===== src/rtl/uart_pkg.sv =====
// Shared UART definitions: transmit state encoding, word-length codes and
// the default oversample ratio.
// Holds no logic; imported by uart_tx.
package uart_pkg;

    // baud_tick pulses per serial bit period
    localparam int UART_OVERSAMPLE_DEFAULT = 16;

    // wls encoding (line control register word length select)
    localparam logic [1:0] WLS_5 = 2'b00;
    localparam logic [1:0] WLS_6 = 2'b01;
    localparam logic [1:0] WLS_7 = 2'b10;
    localparam logic [1:0] WLS_8 = 2'b11;

    typedef enum logic [2:0] {
        TX_IDLE   = 3'd0,
        TX_START  = 3'd1,
        TX_DATA   = 3'd2,
        TX_PARITY = 3'd3,
        TX_STOP   = 3'd4
    } tx_state_e;

    // Index of the last data bit for a word length code (5 bits -> 4 ... 8 bits -> 7)
    function automatic logic [2:0] last_data_bit(input logic [1:0] wls);
        return {1'b0, wls} + 3'd4;
    endfunction

endpackage


===== src/rtl/uart_tx.sv =====
// UART transmitter: one-entry holding register (THR) feeding a frame shifter.
// Latency: a character accepted on clk edge N starts its start bit at the first
//          baud_tick after N; each line bit lasts OVERSAMPLE baud_ticks.
// Backpressure: tx_ready is low while the holding register is full; tx_valid
//          offered while tx_ready is low is dropped, the held character is kept.
// Ports: clk/rst (sync, active-high), baud_tick (oversample strobe),
//        wls/stb/pen/eps/brk (line control), tx_data/tx_valid/tx_ready (THR
//        write handshake), tx_empty (THR and shifter idle), txd (serial line).
module uart_tx
    import uart_pkg::*;
#(
    parameter int OVERSAMPLE = UART_OVERSAMPLE_DEFAULT
) (
    input  logic       clk,
    input  logic       rst,
    input  logic       baud_tick,
    input  logic [1:0] wls,
    input  logic       stb,
    input  logic       pen,
    input  logic       eps,
    input  logic       brk,
    input  logic [7:0] tx_data,
    input  logic       tx_valid,
    output logic       tx_ready,
    output logic       tx_empty,
    output logic       txd
);

    localparam int              CW        = (OVERSAMPLE > 1) ? $clog2(OVERSAMPLE) : 1;
    localparam logic [CW-1:0]   TICK_LAST = CW'(OVERSAMPLE - 1);

    tx_state_e     state_q,     state_d;
    logic [CW-1:0] tick_cnt_q,  tick_cnt_d;
    logic [2:0]    bit_cnt_q,   bit_cnt_d;   // data bit index, or stop bit index
    logic [7:0]    shift_q,     shift_d;
    logic [1:0]    wls_q,       wls_d;
    logic          stb_q,       stb_d;
    logic          pen_q,       pen_d;
    logic          eps_q,       eps_d;
    logic [7:0]    hold_dat_q,  hold_dat_d;
    logic          hold_full_q, hold_full_d;

    logic          bit_end;
    logic          load;
    logic [7:0]    data_mask;
    logic          line_bit;

    // Last tick of the current line bit; the counter never runs in IDLE.
    assign bit_end   = baud_tick && (state_q != TX_IDLE) && (tick_cnt_q == TICK_LAST);
    assign data_mask = 8'hFF >> (2'd3 - wls_q);

    always_comb begin
        state_d     = state_q;
        tick_cnt_d  = tick_cnt_q;
        bit_cnt_d   = bit_cnt_q;
        shift_d     = shift_q;
        wls_d       = wls_q;
        stb_d       = stb_q;
        pen_d       = pen_q;
        eps_d       = eps_q;
        hold_dat_d  = hold_dat_q;
        hold_full_d = hold_full_q;
        load        = 1'b0;

        // Holding register write; never overwrites a full register.
        if (tx_valid && !hold_full_q) begin
            hold_dat_d  = tx_data;
            hold_full_d = 1'b1;
        end

        if (baud_tick && (state_q != TX_IDLE)) begin
            tick_cnt_d = (tick_cnt_q == TICK_LAST) ? '0 : tick_cnt_q + CW'(1);
        end

        if (baud_tick && (state_q == TX_IDLE) && hold_full_q) begin
            load = 1'b1;
        end

        if (bit_end) begin
            case (state_q)
                TX_START: begin
                    state_d   = TX_DATA;
                    bit_cnt_d = 3'd0;
                end
                TX_DATA: begin
                    if (bit_cnt_q == last_data_bit(wls_q)) begin
                        state_d   = pen_q ? TX_PARITY : TX_STOP;
                        bit_cnt_d = 3'd0;
                    end else begin
                        bit_cnt_d = bit_cnt_q + 3'd1;
                    end
                end
                TX_PARITY: begin
                    state_d   = TX_STOP;
                    bit_cnt_d = 3'd0;
                end
                TX_STOP: begin
                    if (stb_q && (bit_cnt_q == 3'd0)) begin
                        bit_cnt_d = 3'd1;
                    end else if (hold_full_q) begin
                        // Chain the next frame with no idle bit in between.
                        load = 1'b1;
                    end else begin
                        state_d = TX_IDLE;
                    end
                end
                default: state_d = TX_IDLE;
            endcase
        end

        // Line control is frozen per frame so mid-frame LCR writes cannot corrupt it.
        if (load) begin
            shift_d     = hold_dat_q;
            wls_d       = wls;
            stb_d       = stb;
            pen_d       = pen;
            eps_d       = eps;
            hold_full_d = 1'b0;
            state_d     = TX_START;
            tick_cnt_d  = '0;
            bit_cnt_d   = 3'd0;
        end
    end

    always_ff @(posedge clk) begin
        if (rst) begin
            state_q     <= TX_IDLE;
            tick_cnt_q  <= '0;
            bit_cnt_q   <= 3'd0;
            shift_q     <= 8'h00;
            wls_q       <= WLS_8;
            stb_q       <= 1'b0;
            pen_q       <= 1'b0;
            eps_q       <= 1'b0;
            hold_dat_q  <= 8'h00;
            hold_full_q <= 1'b0;
        end else begin
            state_q     <= state_d;
            tick_cnt_q  <= tick_cnt_d;
            bit_cnt_q   <= bit_cnt_d;
            shift_q     <= shift_d;
            wls_q       <= wls_d;
            stb_q       <= stb_d;
            pen_q       <= pen_d;
            eps_q       <= eps_d;
            hold_dat_q  <= hold_dat_d;
            hold_full_q <= hold_full_d;
        end
    end

    // Line level derived from registered state; parity is taken over the
    // masked data so unused upper bits never contribute.
    always_comb begin
        line_bit = 1'b1;
        case (state_q)
            TX_START:  line_bit = 1'b0;
            TX_DATA:   line_bit = shift_q[bit_cnt_q];
            TX_PARITY: line_bit = (^(shift_q & data_mask)) ^ ~eps_q;
            default:   line_bit = 1'b1;
        endcase
    end

    // Break only masks the line; the frame keeps running underneath.
    assign txd      = line_bit & ~brk;
    assign tx_ready = ~hold_full_q;
    assign tx_empty = (state_q == TX_IDLE) && !hold_full_q;

endmodule


===== config.mk =====
export PLATFORM = sky130hd
export DESIGN_NAME = uart_tx
export DESIGN_NICKNAME = d
export VERILOG_FILES = /design/src/rtl/uart_pkg.sv /design/src/rtl/uart_tx.sv
export SDC_FILE = /design/constraint.sdc
export NUM_CORES = 1
export LEC_CHECK = 0
export ABC_AREA = 1
export CAP_MARGIN = 20
export CORE_UTILIZATION = 54
export CTS_BUF_LIST = sky130_fd_sc_hd__clkbuf_4 sky130_fd_sc_hd__clkbuf_8 sky130_fd_sc_hd__clkbuf_16
export CTS_CLUSTER_SIZE = 28
export DETAILED_ROUTE_END_ITERATION = 6
export PLACE_DENSITY = 0.76
export SYNTH_ARGS = -nofsm -noshare
export SYNTH_HDL_FRONTEND = slang
export SYNTH_SLANG_ARGS = --single-unit

===== constraint.sdc =====
create_clock -name clk -period 1.9 [get_ports clk]
set_input_delay 0.38 -clock clk [delete_from_list [all_inputs] [get_ports clk]]
set_output_delay 0.38 -clock clk [all_outputs]
set_load 0.005 [all_outputs]

### Word level (Yosys, flattened, before mapping)

Cells that the tools add are included.

* input bits: 18
* register bits after elaboration: 32
* logic and storage cells: 74
* output and inout bits: 3

* bitwise gates (word level): 6
* shift-type cells: 1
* magnitude comparators: 1
* reductions and logical operators: 19
* multiplexer cells: 19
* equal/unequal tests: 13
* add/sub/neg operators: 4

Operators with widths (count)
* 2-to-1 mux 3 bit: 6
* one-hot mux 3 bit (4 select lines): 1
* inequality test 3 bit, second input constant: 3
* one-hot mux 3 bit (3 select lines): 1
* AND 8 bit: 1
* 2-to-1 mux 1 bit: 8
* inequality test 2 bit, second input constant: 4
* AND reduction 4 bit: 2
* parity 8 bit: 1
* right shift 8 x 2 -> 8 bit, first input constant: 1
* logical AND 1 bit: 7
* == test 3 x 2 -> 1 bit, second input constant: 2
* zero test 3 bit: 2
* nonzero test 3 bit: 2
* adder 4 x 1 -> 4 bit, second input constant: 1
* == test 4 bit, second input constant: 1
* less-than comparator 3 x 4 -> 1 bit, second input constant: 1
* 2-to-1 mux 4 bit: 1
* OR reduction 2 bit: 2
* adder 2 x 3 -> 3 bit, second input constant: 1
* adder 3 x 1 -> 3 bit, second input constant: 1
* binary-select mux 1 bit (select 3 bit): 1
* == test 3 x 1 -> 1 bit, second input constant: 1
* == test 3 bit: 1
* 9 further kinds: 11

### Depth between registers and ports, before layout

* depth after elaboration: 10
* mapped depth: 11
* depth with buffers taken out: 11

### Least setup slack after synthesis

Ideal clock, no wire load.

* path kind: flip-flop to flip-flop
* from: reg bit_cnt_q[0]
* to: reg shift_q[5]
* clock period less this slack: 1.587 ns
* data required time: 1.766 ns
* stages on the path, launching flop included: 10
* setup slack: 0.313 ns
* setup time: 0.134 ns
* arrival: 1.453 ns
* buffers on the path: 1
* path through: dfxtp_1 -> inv_1 -> ha_1 -> nand3_1 -> nand2_2 -> o22ai_4 -> nand2_4 -> buf_6 -> nand2_1 -> a21oi_1

* word-level cells in the longest chain between the ends: 5

Ends and longest elaborated chain
* from (decl): RTL line uart_tx.sv:34 `logic [2:0] bit_cnt_q, bit_cnt_d;`
* from (signal assigned): RTL line uart_tx.sv:140 `bit_cnt_q <= bit_cnt_d;`
* zero test 3 bit: RTL line uart_tx.sv:98 `if (stb_q && (bit_cnt_q == 3'd0)) begin`
* logical AND 1 bit: RTL line uart_tx.sv:98
* 2-to-1 mux 1 bit: RTL line uart_tx.sv:98
* 2-to-1 mux 1 bit: RTL line uart_tx.sv:80 `case (state_q)`
* 2-to-1 mux 1 bit: RTL line uart_tx.sv:79 `if (bit_end) begin`
* to (signal assigned): RTL line uart_tx.sv:141 `shift_q <= shift_d;`
* to (decl): RTL line uart_tx.sv:35 `logic [7:0] shift_q, shift_d;`

Every way passes these cells.
A chain may end at the register's enable or synchronous reset.

### Worst setup path in the final report

* from: reg shift_q[0]
* to: out txd

* word-level cells in the longest chain between the ends: 5
* elaborated cells between the ends (all ways): 7
* those cells by class: mux (3); bitwise (3); reduce/logical (1)

Ends and longest elaborated chain
* AND 8 bit: RTL line uart_tx.sv:158 `TX_PARITY: line_bit = (^(shift_q & data_mask)) ^ ~eps_q;`
* parity 8 bit: RTL line uart_tx.sv:158
* bitwise XOR 1 bit: RTL line uart_tx.sv:158
* one-hot mux 1 bit (3 select lines) (*): RTL line uart_tx.sv:155 `case (state_q)`
* AND 1 bit (*): RTL line uart_tx.sv:164 `assign txd = line_bit & ~brk;`
* to (decl): RTL line uart_tx.sv:26 `output logic txd`

Mark *: on every way between the ends. The rest lies on a longest branch, timed or not. The select of a mux whose other input is x is not followed.

==> results.json <==
{
  "status": "finished, violations left",
  "violations": "DRC",
  "drive_above_1_share": 0.173,
  "die_height_um": 57.8,
  "numCtsBuffers": 5,
  "rsz0062_at_grt": "yes",
  "path_max_fanout": 4,
  "worst-setup-path-type": "reg -> out",
  "final_cell_area_mm2": 0.00208,
  "clk_latency_ps": 330,
  "synth_compound_area_frac": 0.133,
  "register_area_um2": 651,
  "synth_mux_area_frac": 0,
  "ys_types": 26,
  "crit_slowest_cell": "dfxtp_2",
  "num-fill-cells": 262,
  "synth_cells": 250,
  "dr_total_vias": 1615,
  "setup.worst_path.start_class": "flop",
  "grt_pass1_vias": 1443,
  "yosys.area.top_type_share": 0.382,
  "antenna_found_initial": 0,
  "synth_warnings": 0,
  "cp_common_cell": "nand2_1",
  "final_common_cell": "nand2_1",
  "arrival_ps": 1500,
  "maxSlewViolCount": 0,
  "placed_cell_area_mm2": 0.00198,
  "fin_crit_sh": 0.988,
  "power_density_mw_per_mm2": 601,
  "cp-end-kind": "output port",
  "fmax_mhz": 533,
  "globalplace.congestion": 0.813,
  "syn_nets": 271,
  "dr.pass1.iters": 6,
  "drtIter0Drc": 104,
  "syn_to_final_growth_pct": 23.7,
  "routed_wl_mm": 3.58,
  "grt_start_max_net_pins": 17,
  "die_area_mm2": 0.00334,
  "peakVddDrop_mv": 0.435,
  "core_area_mm2": 0.00285,
  "drv_cap": 0,
  "std_cell_rows": 19,
  "worst_slew_margin_rel": 0.769,
  "finalNonFillerCells": 315,
  "grt_pass1_wl_mm": 6.09,
  "viasPerCell": 5.13,
  "fin_util": 0.728,
  "cts.reportedPaths.clkPinSlew_ps": 100,
  "overflow": 0,
  "layout_common_cells": "nand2_1, nor2_1, nand3_1, inv_1, dfxtp_1",
  "grtUsageTotal": 0.239,
  "synth.area.top_cells": "dfxtp_1, nand2_1, nand3_1",
  "syn_avg_cell_area_um2": 6.72,
  "tightest_slew_ps": 345,
  "seq_area_frac_synth": 0.382,
  "route.detailed.drc": 1,
  "root_buffer": "clkbuf_4",
  "cp_cell_sequence": "inv_2, nand2_2, nand2_1, nand2_2, nand2_1, nand2_1, nand2_2, nand2_1, nand3_1, a21oi_1, buf_2",
  "syn_area_mm2": 0.00168,
  "multi_input_area_um2": 931,
  "required_ps": 1520,
  "yosys.area.top_type": "dfxtp_1",
  "numPortBuffers": 20,
  "diodes": 0,
  "ant_nets": 0,
  "synth_xor_area_frac": 0.0209,
  "dp_hpwl_mm": 2.57,
  "synth_top_family_by_area": "simple AND/OR/NAND/NOR gates",
  "final_nets": 307,
  "setup_viol": 0,
  "critPathMaxStageDelay_ps": 370,
  "cts_buffer_depth": 2,
  "hp-class": "reg -> reg",
  "cts.sinks": 32,
  "skew_ps": 14.4,
  "place_inst": 309,
  "wl_per_cell_um": 11.4,
  "die_width_um": 57.8,
  "start_util": 0.589,
  "ys_ff_latch": 32,
  "yosys.area_share.simple": 0.351,
  "p_leak_uw": 0.000935,
  "hold_viol": 0,
  "synthAdderAreaFrac": 0.0224,
  "min_period_ps": 1880,
  "cts_tree": "built",
  "cts_htree_levels": 2,
  "ios": 21
}
[report_power, final]
group          switching [uW]  internal [uW]
sequential               21.3            698
clock                     205            123
combinational             106           95.3
total                     332            917
[critical path, delay by kind of cell (launching register included)]
| kind | cells | cell delay (ps) |
|---|---|---|
| AO/OA/AOI/OAI | 1 | 120 |
| AND/OR/NAND/NOR | 8 | 530 |
| buffers and inverters | 2 | 160 |
| flip-flops | 1 | 370 |
[logic make-up after synthesis]
kind of cell,after synthesis
AOI/OAI and AO/OA,40
xor gates and xnor gates,4
adders and majority gates,3
buffers and inverters,36
DFF,32
and+or+nand+nor,135
[layer usage]
metal / wire (um) / track usage / vias to the layer above
li1: - / - / 870
met1: 1760 / 0.310 / 714
met2: 1670 / 0.377 / 27
met3: 126 / 0.0826 / 4
met4: 29 / 0.0714 / 0
met5: 0 / 0 / -
[through the flow]
step	TNS (ps)	hold WS [ps]	setup slack (ps)	power [uW]
floorplan	0	440	313	846
global placement	-9.46	456	-9.46	924
detailed placement	-55.8	461	-55.8	928
CTS	0	473	23.0	1260
global route	-116	490	-116	1330
finish	0	474	22.5	1250
[final cells by class]
cell class              count  area share
multi-input cells         182       0.448
flip-flops and latches     32       0.313
repair buffers             35       0.148
inverters                  30      0.0542
well taps                  31      0.0187
clock buffers               5      0.0181
[repair_timing]
action | in CTS | in global routing
endpoints found under the setup margin | 2 | 1
cloned | 0 | 0
hold buffers | 0 | 0
setup buffers | 1 | 0
gates resized for setup | 14 | 11
pin swaps | 1 | 2
[worst paths after layout]
kind,from,endpoint,slack [ps],cells past startpoint
worst max register to register,bit_cnt_q[0],shift_q[5],170,9
worst max-delay path,shift_q[0],txd,20,11
worst min-delay path,stb_q,stb_q,470,2
worst min register to register,stb_q,stb_q,470,2
[flip-flops by register name, summed over array words and instances (netlist names)]
name	flops
state_q	3
eps_q	1
wls_q	2
hold_dat_q	8
bit_cnt_q	3
stb_q	1
tick_cnt_q	4
shift_q	8
hold_full_q	1
pen_q	1
[cell usage after synthesis]
master     n
nand2_1   63
dfxtp_1   32
nor2_1    31
nand3_1   30
inv_1     28
a21oi_1   21
o21ai_0   15
ha_1       3
nand2_2    3
xnor2_1    3
buf_2      2
buf_6      2
clkbuf_1   2
nand4_1    2
o211ai_1   2
a21oi_2    1
clkinv_1   1
inv_2      1
nand2_4    1
nand3b_4   1
nor2_2     1
nor3_1     1
o22ai_4    1
or2_0      1
or2_2      1
xor2_1     1
No activity file was read; power rests on OpenSTA's default activity.
